===== src/rtl/ex_stage_pkg.sv =====
`default_nettype none
// ============================================================================
// Module      : ex_stage_pkg
// Description : Shared definitions for the execute stage: operation codes
//               (EXE_*_OP), result classes (EXE_RES_*), bus widths, write
//               enable constants, FSM state type and the combinational ALU
//               helpers used by ex_stage and serial_shifter.
// Config      : SERIAL_SHIFT_EN (consumed by ex_stage, not by this package)
// Revision    : 1.0 - initial release
// ============================================================================
package ex_stage_pkg;

  // Bus widths (RegBus, RegAddrBus, AluOpBus, AluSelBus)
  localparam int REG_WIDTH      = 32;
  localparam int REG_ADDR_WIDTH = 5;
  localparam int ALU_OP_WIDTH   = 8;
  localparam int ALU_SEL_WIDTH  = 3;

  localparam logic [REG_WIDTH-1:0] ZERO_WORD     = 32'h0000_0000;
  localparam logic                 WRITE_ENABLE  = 1'b1;
  localparam logic                 WRITE_DISABLE = 1'b0;

  // Operation codes
  localparam logic [ALU_OP_WIDTH-1:0] EXE_NOP_OP  = 8'b0000_0000;
  localparam logic [ALU_OP_WIDTH-1:0] EXE_AND_OP  = 8'b0010_0100;
  localparam logic [ALU_OP_WIDTH-1:0] EXE_OR_OP   = 8'b0010_0101;
  localparam logic [ALU_OP_WIDTH-1:0] EXE_XOR_OP  = 8'b0010_0110;
  localparam logic [ALU_OP_WIDTH-1:0] EXE_LUI_OP  = 8'b0000_1111;
  localparam logic [ALU_OP_WIDTH-1:0] EXE_SLL_OP  = 8'b0111_1100;
  localparam logic [ALU_OP_WIDTH-1:0] EXE_SRL_OP  = 8'b0000_0010;
  localparam logic [ALU_OP_WIDTH-1:0] EXE_SRA_OP  = 8'b0000_0011;
  localparam logic [ALU_OP_WIDTH-1:0] EXE_ADD_OP  = 8'b0010_0000;
  localparam logic [ALU_OP_WIDTH-1:0] EXE_SUB_OP  = 8'b0010_0010;
  localparam logic [ALU_OP_WIDTH-1:0] EXE_SLT_OP  = 8'b0010_1010;
  localparam logic [ALU_OP_WIDTH-1:0] EXE_SLTU_OP = 8'b0010_1011;

  // Result classes
  localparam logic [ALU_SEL_WIDTH-1:0] EXE_RES_NOP        = 3'b000;
  localparam logic [ALU_SEL_WIDTH-1:0] EXE_RES_LOGIC      = 3'b001;
  localparam logic [ALU_SEL_WIDTH-1:0] EXE_RES_SHIFT      = 3'b010;
  localparam logic [ALU_SEL_WIDTH-1:0] EXE_RES_ARITHMETIC = 3'b100;

  typedef enum logic [0:0] {
    ST_IDLE  = 1'b0,
    ST_SHIFT = 1'b1
  } state_t;

  typedef enum logic [1:0] {
    SH_SLL = 2'd0,
    SH_SRL = 2'd1,
    SH_SRA = 2'd2
  } shift_mode_t;

  // Result class each opcode belongs to; unknown opcodes map to NOP.
  function automatic logic [ALU_SEL_WIDTH-1:0] expected_sel(
    input logic [ALU_OP_WIDTH-1:0] op
  );
    logic [ALU_SEL_WIDTH-1:0] sel;
    sel = EXE_RES_NOP;
    case (op)
      EXE_AND_OP, EXE_OR_OP, EXE_XOR_OP, EXE_LUI_OP: sel = EXE_RES_LOGIC;
      EXE_SLL_OP, EXE_SRL_OP, EXE_SRA_OP:            sel = EXE_RES_SHIFT;
      EXE_ADD_OP, EXE_SUB_OP, EXE_SLT_OP, EXE_SLTU_OP: sel = EXE_RES_ARITHMETIC;
      default:                                       sel = EXE_RES_NOP;
    endcase
    return sel;
  endfunction

  // Unqualified single-cycle result (shifts are full barrel shifts here).
  function automatic logic [REG_WIDTH-1:0] alu_raw(
    input logic [ALU_OP_WIDTH-1:0] op,
    input logic [REG_WIDTH-1:0]    a,
    input logic [REG_WIDTH-1:0]    b
  );
    logic [REG_WIDTH-1:0] r;
    r = ZERO_WORD;
    case (op)
      EXE_AND_OP:  r = a & b;
      EXE_OR_OP:   r = a | b;
      EXE_XOR_OP:  r = a ^ b;
      EXE_LUI_OP:  r = b;
      EXE_ADD_OP:  r = a + b;
      EXE_SUB_OP:  r = a - b;
      EXE_SLT_OP:  r = {31'd0, ($signed(a) < $signed(b))};
      EXE_SLTU_OP: r = {31'd0, (a < b)};
      EXE_SLL_OP:  r = a << b[4:0];
      EXE_SRL_OP:  r = a >> b[4:0];
      EXE_SRA_OP:  r = $unsigned($signed(a) >>> b[4:0]);
      default:     r = ZERO_WORD;
    endcase
    return r;
  endfunction

  function automatic logic is_shift_op(input logic [ALU_OP_WIDTH-1:0] op);
    return (op == EXE_SLL_OP) || (op == EXE_SRL_OP) || (op == EXE_SRA_OP);
  endfunction

  function automatic shift_mode_t shift_mode_of(input logic [ALU_OP_WIDTH-1:0] op);
    shift_mode_t m;
    m = SH_SLL;
    if (op == EXE_SRL_OP) m = SH_SRL;
    else if (op == EXE_SRA_OP) m = SH_SRA;
    return m;
  endfunction

  // One-bit step of the serial shifter.
  function automatic logic [REG_WIDTH-1:0] shift_one(
    input logic [REG_WIDTH-1:0] v,
    input shift_mode_t          m
  );
    logic [REG_WIDTH-1:0] r;
    r = v;
    case (m)
      SH_SLL:  r = {v[REG_WIDTH-2:0], 1'b0};
      SH_SRL:  r = {1'b0, v[REG_WIDTH-1:1]};
      SH_SRA:  r = {v[REG_WIDTH-1], v[REG_WIDTH-1:1]};
      default: r = v;
    endcase
    return r;
  endfunction

endpackage
`default_nettype wire


===== src/rtl/ex_stage_serial_shifter.sv =====
`default_nettype none
// ============================================================================
// Module      : serial_shifter
// Description : One-bit-per-cycle shifter for SLL/SRL/SRA. The first bit is
//               shifted on the load edge, so after a load with shamt=N the
//               result is final once busy drops, N-1 cycles later.
//               A load with shamt=0 is not meaningful; the caller completes
//               zero-distance shifts itself.
// Ports       : clk, rst (async active-low)
//               load  in  - start a new shift
//               value in  - operand to shift
//               shamt in  - shift distance (1..31)
//               mode  in  - SH_SLL / SH_SRL / SH_SRA
//               busy  out - shift still in progress
//               result out- shifted value (valid when busy is 0)
// Config      : instantiated by ex_stage only when SERIAL_SHIFT_EN is defined
// Revision    : 1.0 - initial release
// ============================================================================
module serial_shifter
  import ex_stage_pkg::*;
(
  input  logic                 clk,
  input  logic                 rst,
  input  logic                 load,
  input  logic [REG_WIDTH-1:0] value,
  input  logic [4:0]           shamt,
  input  shift_mode_t          mode,
  output logic                 busy,
  output logic [REG_WIDTH-1:0] result
);

  logic [REG_WIDTH-1:0] data;
  logic [4:0]           count;
  shift_mode_t          mode_q;

  always_ff @(posedge clk or negedge rst) begin
    if (!rst) begin
      data   <= ZERO_WORD;
      count  <= 5'd0;
      mode_q <= SH_SLL;
    end else if (load) begin
      data   <= shift_one(value, mode);
      count  <= shamt - 5'd1;
      mode_q <= mode;
    end else if (count != 5'd0) begin
      data  <= shift_one(data, mode_q);
      count <= count - 5'd1;
    end
  end

  assign busy   = (count != 5'd0);
  assign result = data;

endmodule
`default_nettype wire


===== src/rtl/ex_stage.sv =====
`default_nettype none
// ============================================================================
// Module      : ex_stage
// Description : Execute stage. Computes logic/arithmetic/shift results for
//               the op accepted from decode and registers them for the
//               memory stage, with forwarding taps back to decode.
// Ports       : clk, rst (async active-low)
//               in_valid_i, aluop_i, alusel_i, reg1_i, reg2_i, wd_i, wreg_i
//                 - decoded op from decode
//               in_ready_o / stall_req_o - accept handshake / stall request
//               wdata_o, wd_o, wreg_o, out_valid_o - registered result
//               ex_wreg_o, ex_wd_o, ex_wdata_o - forwarding taps
// Config      : SERIAL_SHIFT_EN - when defined, SLL/SRL/SRA with a nonzero
//               distance use the serial shifter (IDLE -> SHIFT, latency
//               shamt+1). When undefined all ops are single cycle and
//               in_ready_o is constantly 1.
// Revision    : 1.0 - initial release
// ============================================================================
module ex_stage
  import ex_stage_pkg::*;
(
  input  logic                      clk,
  input  logic                      rst,
  input  logic                      in_valid_i,
  input  logic [ALU_OP_WIDTH-1:0]   aluop_i,
  input  logic [ALU_SEL_WIDTH-1:0]  alusel_i,
  input  logic [REG_WIDTH-1:0]      reg1_i,
  input  logic [REG_WIDTH-1:0]      reg2_i,
  input  logic [REG_ADDR_WIDTH-1:0] wd_i,
  input  logic                      wreg_i,
  output logic                      in_ready_o,
  output logic                      stall_req_o,
  output logic [REG_WIDTH-1:0]      wdata_o,
  output logic [REG_ADDR_WIDTH-1:0] wd_o,
  output logic                      wreg_o,
  output logic                      out_valid_o,
  output logic                      ex_wreg_o,
  output logic [REG_ADDR_WIDTH-1:0] ex_wd_o,
  output logic [REG_WIDTH-1:0]      ex_wdata_o
);

  logic                      accept;
  logic [REG_WIDTH-1:0]      alu_result;
  logic                      load_out;
  logic [REG_WIDTH-1:0]      next_wdata;
  logic [REG_ADDR_WIDTH-1:0] next_wd;
  logic                      next_wreg;

  // A class mismatch between aluop and alusel squashes the result to zero.
  assign alu_result = (alusel_i == expected_sel(aluop_i))
                    ? alu_raw(aluop_i, reg1_i, reg2_i)
                    : ZERO_WORD;

  assign accept = in_valid_i && in_ready_o;

`ifdef SERIAL_SHIFT_EN
  state_t                    state;
  state_t                    state_next;
  logic                      serial_start;
  logic                      shift_busy;
  logic [REG_WIDTH-1:0]      shift_result;
  shift_mode_t               shift_mode;
  logic [REG_ADDR_WIDTH-1:0] pend_wd;
  logic                      pend_wreg;

  // Ready depends on state only, so the accept path has no combinational loop.
  assign in_ready_o = (state == ST_IDLE);

  // Zero-distance and class-mismatched shifts complete in one cycle.
  assign serial_start = accept && is_shift_op(aluop_i)
                     && (alusel_i == EXE_RES_SHIFT)
                     && (reg2_i[4:0] != 5'd0);

  assign shift_mode = shift_mode_of(aluop_i);

  always_ff @(posedge clk or negedge rst) begin
    if (!rst) begin
      state <= ST_IDLE;
    end else begin
      state <= state_next;
    end
  end

  // Destination of the in-flight serial op; decode moves on after accept.
  always_ff @(posedge clk or negedge rst) begin
    if (!rst) begin
      pend_wd   <= '0;
      pend_wreg <= WRITE_DISABLE;
    end else if (serial_start) begin
      pend_wd   <= wd_i;
      pend_wreg <= wreg_i;
    end
  end

  always_comb begin
    state_next = state;
    load_out   = 1'b0;
    next_wdata = alu_result;
    next_wd    = wd_i;
    next_wreg  = wreg_i;
    case (state)
      ST_IDLE: begin
        if (serial_start) begin
          state_next = ST_SHIFT;
        end else begin
          load_out = accept;
        end
      end
      ST_SHIFT: begin
        if (!shift_busy) begin
          state_next = ST_IDLE;
          load_out   = 1'b1;
          next_wdata = shift_result;
          next_wd    = pend_wd;
          next_wreg  = pend_wreg;
        end
      end
      default: state_next = ST_IDLE;
    endcase
  end

  serial_shifter u_serial_shifter (
    .clk    (clk),
    .rst    (rst),
    .load   (serial_start),
    .value  (reg1_i),
    .shamt  (reg2_i[4:0]),
    .mode   (shift_mode),
    .busy   (shift_busy),
    .result (shift_result)
  );
`else
  assign in_ready_o = 1'b1;

  always_comb begin
    load_out   = accept;
    next_wdata = alu_result;
    next_wd    = wd_i;
    next_wreg  = wreg_i;
  end
`endif

  // Output register: payload holds when nothing completes; valid is a pulse.
  always_ff @(posedge clk or negedge rst) begin
    if (!rst) begin
      out_valid_o <= 1'b0;
      wdata_o     <= ZERO_WORD;
      wd_o        <= '0;
      wreg_o      <= WRITE_DISABLE;
    end else begin
      out_valid_o <= load_out;
      if (load_out) begin
        wdata_o <= next_wdata;
        wd_o    <= next_wd;
        wreg_o  <= next_wreg;
      end
    end
  end

  assign stall_req_o = !in_ready_o;

  // Forward only a completed result; stale payload is never offered.
  assign ex_wreg_o  = wreg_o && out_valid_o;
  assign ex_wd_o    = wd_o;
  assign ex_wdata_o = wdata_o;

endmodule
`default_nettype wire

===== config.mk =====
export PLATFORM = sky130hd
export DESIGN_NAME = ex_stage
export DESIGN_NICKNAME = d
export VERILOG_FILES = /design/src/rtl/ex_stage_pkg.sv /design/src/rtl/ex_stage_serial_shifter.sv /design/src/rtl/ex_stage.sv
export SDC_FILE = /design/constraint.sdc
export NUM_CORES = 1
export LEC_CHECK = 0
export BUFFER_PORTS_ARGS = -buffer_cell sky130_fd_sc_hd__buf_2
export CORE_ASPECT_RATIO = 1.4
export CORE_UTILIZATION = 62
export DETAILED_ROUTE_END_ITERATION = 10
export PLACE_DENSITY = 0.92
export RECOVER_POWER = 100
export SYNTH_ARGS = -nofsm -noshare
export SYNTH_HDL_FRONTEND = slang
export SYNTH_SLANG_ARGS = --single-unit

===== constraint.sdc =====
create_clock -name clk -period 2.5 [get_ports clk]
set_input_delay 0.125 -clock clk [delete_from_list [all_inputs] [get_ports clk]]
set_output_delay 0.125 -clock clk [all_outputs]
set_load 0.01 [all_outputs]

==> results of run 1 <==
-- stage by stage --
stage                     util, %  cell area [um2]  std cells  setup TNS [ns]
after global placement       81.8            13700       2064           -5.63
after CTS                    84.6            14200       2078        -0.00497
after detailed placement     81.8            13700       2064           -9.24
after floorplan                 -            10900       1515          -0.623
-- metal layers --
metal	overflow	global-route usage [%]
met2	216	99.0
met4	119	84.0
met1	4	78.2
met5	1	43.8
met3	9	63.2
-- synth_stat cells, drive strengths merged (6+ instances only) --
library cell / instances / area (um2)
a21o: 18 / 135
a221oi: 28 / 245
nor4: 13 / 109
a222oi: 6 / 60.1
clkbuf: 78 / 293
dfrtp: 39 / 976
nor3: 35 / 180
o31ai: 16 / 120
a31oi: 21 / 131
and2: 8 / 50.1
a2111oi: 10 / 106
nor2: 196 / 741
o221ai: 10 / 87.6
ha: 100 / 1250
buf: 78 / 478
mux2i: 66 / 661
nand4: 13 / 81.3
a21oi: 160 / 801
o2111ai: 8 / 70.1
o21ai: 99 / 495
a22oi: 8 / 60.1
nand2b: 12 / 97.6
o21bai: 16 / 120
xnor2: 21 / 184
mux2: 28 / 315
inv: 94 / 353
a32oi: 6 / 52.6
a211oi: 31 / 233
nand2: 127 / 477
or3: 7 / 43.8
mux4: 21 / 473
o211ai: 26 / 200
nand3: 19 / 95.1
nor2b: 7 / 43.8
o2bb2ai: 14 / 123
-- cell families after synthesis --
group	Yosys count	synth area share, %
other	2	0.0709
adder cells (fa/ha/maj)	102	12.2
flip-flops	39	9.22
AND/OR/NAND/NOR	460	19.9
buffers and inverters	252	10.7
multiplexers	115	13.7
AO/OA/AOI/OAI	519	32.1
XOR/XNOR	26	2.15
-- timing repair --
| item | CTS |
|---|---|
| gates cloned | 0 |
| resized for setup | 55 |
| endpoints found under the setup margin | 12 |
| pin swaps | 27 |
| setup buffers | 6 |
==> qor.txt, run 1 <==
status - did not finish
last stage reached - 5_1_grt
Err - [ERROR GRT-0116] Global routing finished with congestion. Check the congestion regions in the DRC Viewer.
syn_area_per_cell - 6.99 um2
CTS Sinks - 39
FP Rows - 56
Yosys cell types - 74
io pins - 163
first-pass GRT wire length - 110000 um
Primary FF master, synth - dfrtp_1
gr usage total - 80.6%
Yosys warnings - 0
FF+latch count, synth - 39
total congestion overflow - 349
Num CTS Buffers - 5
Synth Cell Area - 0.0106 mm2
Final HPWL DP - 40300 um
Cells after Synth - 1515
ys async rst share - 100%
die extent in y - 157 um
Port Buf Inserts - 160
hold buffers post-CTS - 0
Die W - 112 um
pre-CTS setup slack - -0.583 ns
Initial Util - 63.2%
largest net degree at the start of global routing - 61
CTS max path bufs - 2
post-synthesis sequential area ratio - 9.22%
vias in the first global route - 17800
CTS H-tree lvls - 2
Post-synth EDFFs - 0
Placer Congestion - 1.25
Post-Syn Nets - 1701
root buffer cell - clkbuf_16
==> run 2: changes to the inputs <==
Settings changed: CORE_ASPECT_RATIO 1.4 to default, CORE_UTILIZATION 62 to 40, PLACE_DENSITY 0.92 to default, PLACE_DENSITY_LB_ADDON from default to 0.15.
==> qor.txt, run 2 <==
Layout Utilization - 59.6%
final instance area - 0.0155 mm2
root buffer cell - clkbuf_16
worst hold path type - primary input to flop
Lkg Pwr - 7.05 nW
Logic pwr share - 66.9%
first-pass GRT wire length - 79800 um
Final setup viols - 3
peak supply drop - 0.229 mV
Synth top cells by count - 194 x nor2_1, 160 x a21oi_1, 127 x nand2_1, 100 x ha_1, 98 x o21ai_0
ys async rst share - 100% (unchanged)
vias in the first global route - 13100
Initial Util - 40.8% (-22 points)
final hold violation count - 0
RSZ-0062 raised after global routing - true
total congestion overflow - 0
commonest non-fill, non-tap cells in the layout - 444 x buf_4, 183 x nor2_1, 145 x a21oi_1
CTS Sinks - 39 (unchanged)
gr usage total - 39.6%
Worst setup EP type - flop
Yosys warnings - 0 (unchanged)
Routed WL - 54400 um
Final #Nets - 2175
most frequent cell after synthesis - nor2_1
CP Max Fanout - 4
P_int - 0.00245 W
Pre-Repair DR Iteration Count - 6
share of Yosys cell area claimed by the top area cell type - 11.8% (unchanged)
Slew headroom - 16.8%
CTS H-tree lvls - 2 (unchanged)
antenna violations before repair - 0
period utilization - 102%
clock skew - 0 ns
die extent in y - 165 um (+5.2%)
Post-synth EDFFs - 0 (unchanged)
most common cell after layout, fill and taps aside - buf_4
DR DRC count - 0
max_cap viols - 0
drt wl/cell - 23.4 um
vias per inst - 6.04
Post-Syn Nets - 1701 (unchanged)
Worst-path clk slew - 0.07 ns
FF+latch count, synth - 39 (unchanged)
Core Region - 0.0260 mm2
status - finished with violations
antenna cells - 0
die area - 0.0271 mm2
cell taking the most area after synthesis - ha_1
top post-synthesis cells by area - ha_1 12%, dfrtp_1 9.2%, a21oi_1 7.6%
crit path kind - primary input to flop
Final ANT Viol Nets - 0
Port Buf Inserts - 160 (unchanged)
pre-CTS setup slack - -0.650 ns (-0.0671 ns)
largest net degree at the start of global routing - 47
Cells after Synth - 1515 (unchanged)
Final HPWL DP - 43700 um (+8.4%)
final worst slack - -0.0460 ns
via count - 14000
layout cells sized above 1 - 36.4%
WP data required - 2.68 ns
pwr dens - 286 mW/mm2
minimum clock period - 2.55 ns
Largest register FFs - 32
Yosys cell types - 74 (unchanged)
Synth Cell Area - 0.0106 mm2 (unchanged)
Worst setup SP type - primary input
register area - 976 um2
Die W - 165 um (+46%)
clk_lat worst skew - 0.30 ns
DP Area - 0.0146 mm2 (+6.4%)
Num CTS Buffers - 5 (unchanged)
clock network fraction of total power - 18.1%
Primary FF master, synth - dfrtp_1
post-synthesis sequential area ratio - 9.22% (unchanged)
CTS tree - yes
maximum clock rate - 393 MHz
Slew Viols, Final - 0
CTS max path bufs - 2 (unchanged)
io pins - 163 (unchanged)
net switching power - 0.00197 W
power share of the sequential group - 15.0%
sw frac - 44.5%
failing checks - setup timing
Placer Congestion - 1.04 (-17%)
Worst EP arrival - 2.72 ns
Setup TNS - -0.0534 ns
Slew @ Worst Pin - 1.25 ns
Final Total Pwr - 0.00442 W
syn_area_per_cell - 6.99 um2 (unchanged)
DR iter-0 viols - 1531
FP Rows - 59 (+5.4%)
area of the multi-input gates - 0.00918 mm2
# fillers - 2569
P&R area growth vs syn - 46.2%
run 2: kinds of logic after synthesis:
kind of cell               after synthesis  share of synthesized area (%)
DFF                                     39                           9.22
and+or+nand+nor                        460                           19.9
buffers and inverters                  252                           10.7
muxes                                  115                           13.7
AOI/OAI and AO/OA                      519                           32.1
other                                    2                         0.0709
adders and majority gates              102                           12.2
xor gates and xnor gates                26                           2.15
run 2: area by class of cell:
type,count,share of cell area (%)
clock buffers,5,0.808
clock inverters,3,0.283
inverters,96,2.57
multi-input cells,1224,59.3
flip-flops and latches,39,6.30
well taps,335,2.71
repair buffers,623,28.0
run 2: critical path, stage by stage:
cell and delay (ns):
buf_12 0.11, buf_6 0.10, ha_4 0.13, inv_2 0.03, fa_2 0.33, nor2b_4 0.14
o21ai_4 0.20, a2111oi_4 0.11, or3_4 0.44, a2111oi_4 0.50, nand2_1 0.13, o21ai_2 0.09
xnor2_1 0.13, o221ai_1 0.14
run 2: timing repair:
item | in CTS | in global routing
cloned | 1 | 0
resized for setup | 51 | 92
hold buffers | 1 | 0
pin swaps | 28 | 50
buffers inserted | 9 | 21
endpoints found under the setup margin | 19 | 21
hold endpoints to repair | 15 | 0
run 2: worst paths after layout:
path                       depth (start not counted)                       start  slack (ns)                         end
max                                               14                   reg2_i[0]       -0.05  ex_wdata_o[16]$_DFFE_PN0P_
min                                                2                      wreg_i        0.05          wreg_o$_DFFE_PN0P_
max reg2reg                                        6  ex_wdata_o[12]$_DFFE_PN0P_        0.79  ex_wdata_o[12]$_DFFE_PN0P_
min reg2reg                                        2  ex_wdata_o[23]$_DFFE_PN0P_        0.51  ex_wdata_o[23]$_DFFE_PN0P_
max in group asynchronous                          3                         rst        0.60  ex_wdata_o[16]$_DFFE_PN0P_
min in group asynchronous                          2                         rst        0.62   ex_wdata_o[6]$_DFFE_PN0P_
run 2: metal layers:
metal	wire length (um)	vias up	share of wire [%]	GRT usage, %
met2	24400	807	45	64.4
met4	2750	0	5.1	18.9
met3	4580	135	8.4	5.75
met5	0	-	0	0
li1	-	6464	-	-
met1	22600	6636	42	51.1
run 2: per-stage QoR:
step / hold slack (ns) / cells
floorplan: -0.171 / 1515
global placement: 0.106 / 2286
global route: 0.0525 / 2325
detailed placement: 0.112 / 2286
CTS: 0.0470 / 2305
finish: 0.0532 / 2325
run 2: power groups by stage:
stage | registers [W] | clock network (W) | logic, W
after floorplan | 0.000686 | 0 | 0.00143
after global placement | 0.000674 | 0 | 0.00267
after detailed placement | 0.000676 | 0 | 0.00268
after CTS | 0.000664 | 0.000813 | 0.00277
after global routing | 0.000668 | 0.000838 | 0.00315
final | 0.000665 | 0.000802 | 0.00296
Power figures use the tool's default switching activity.
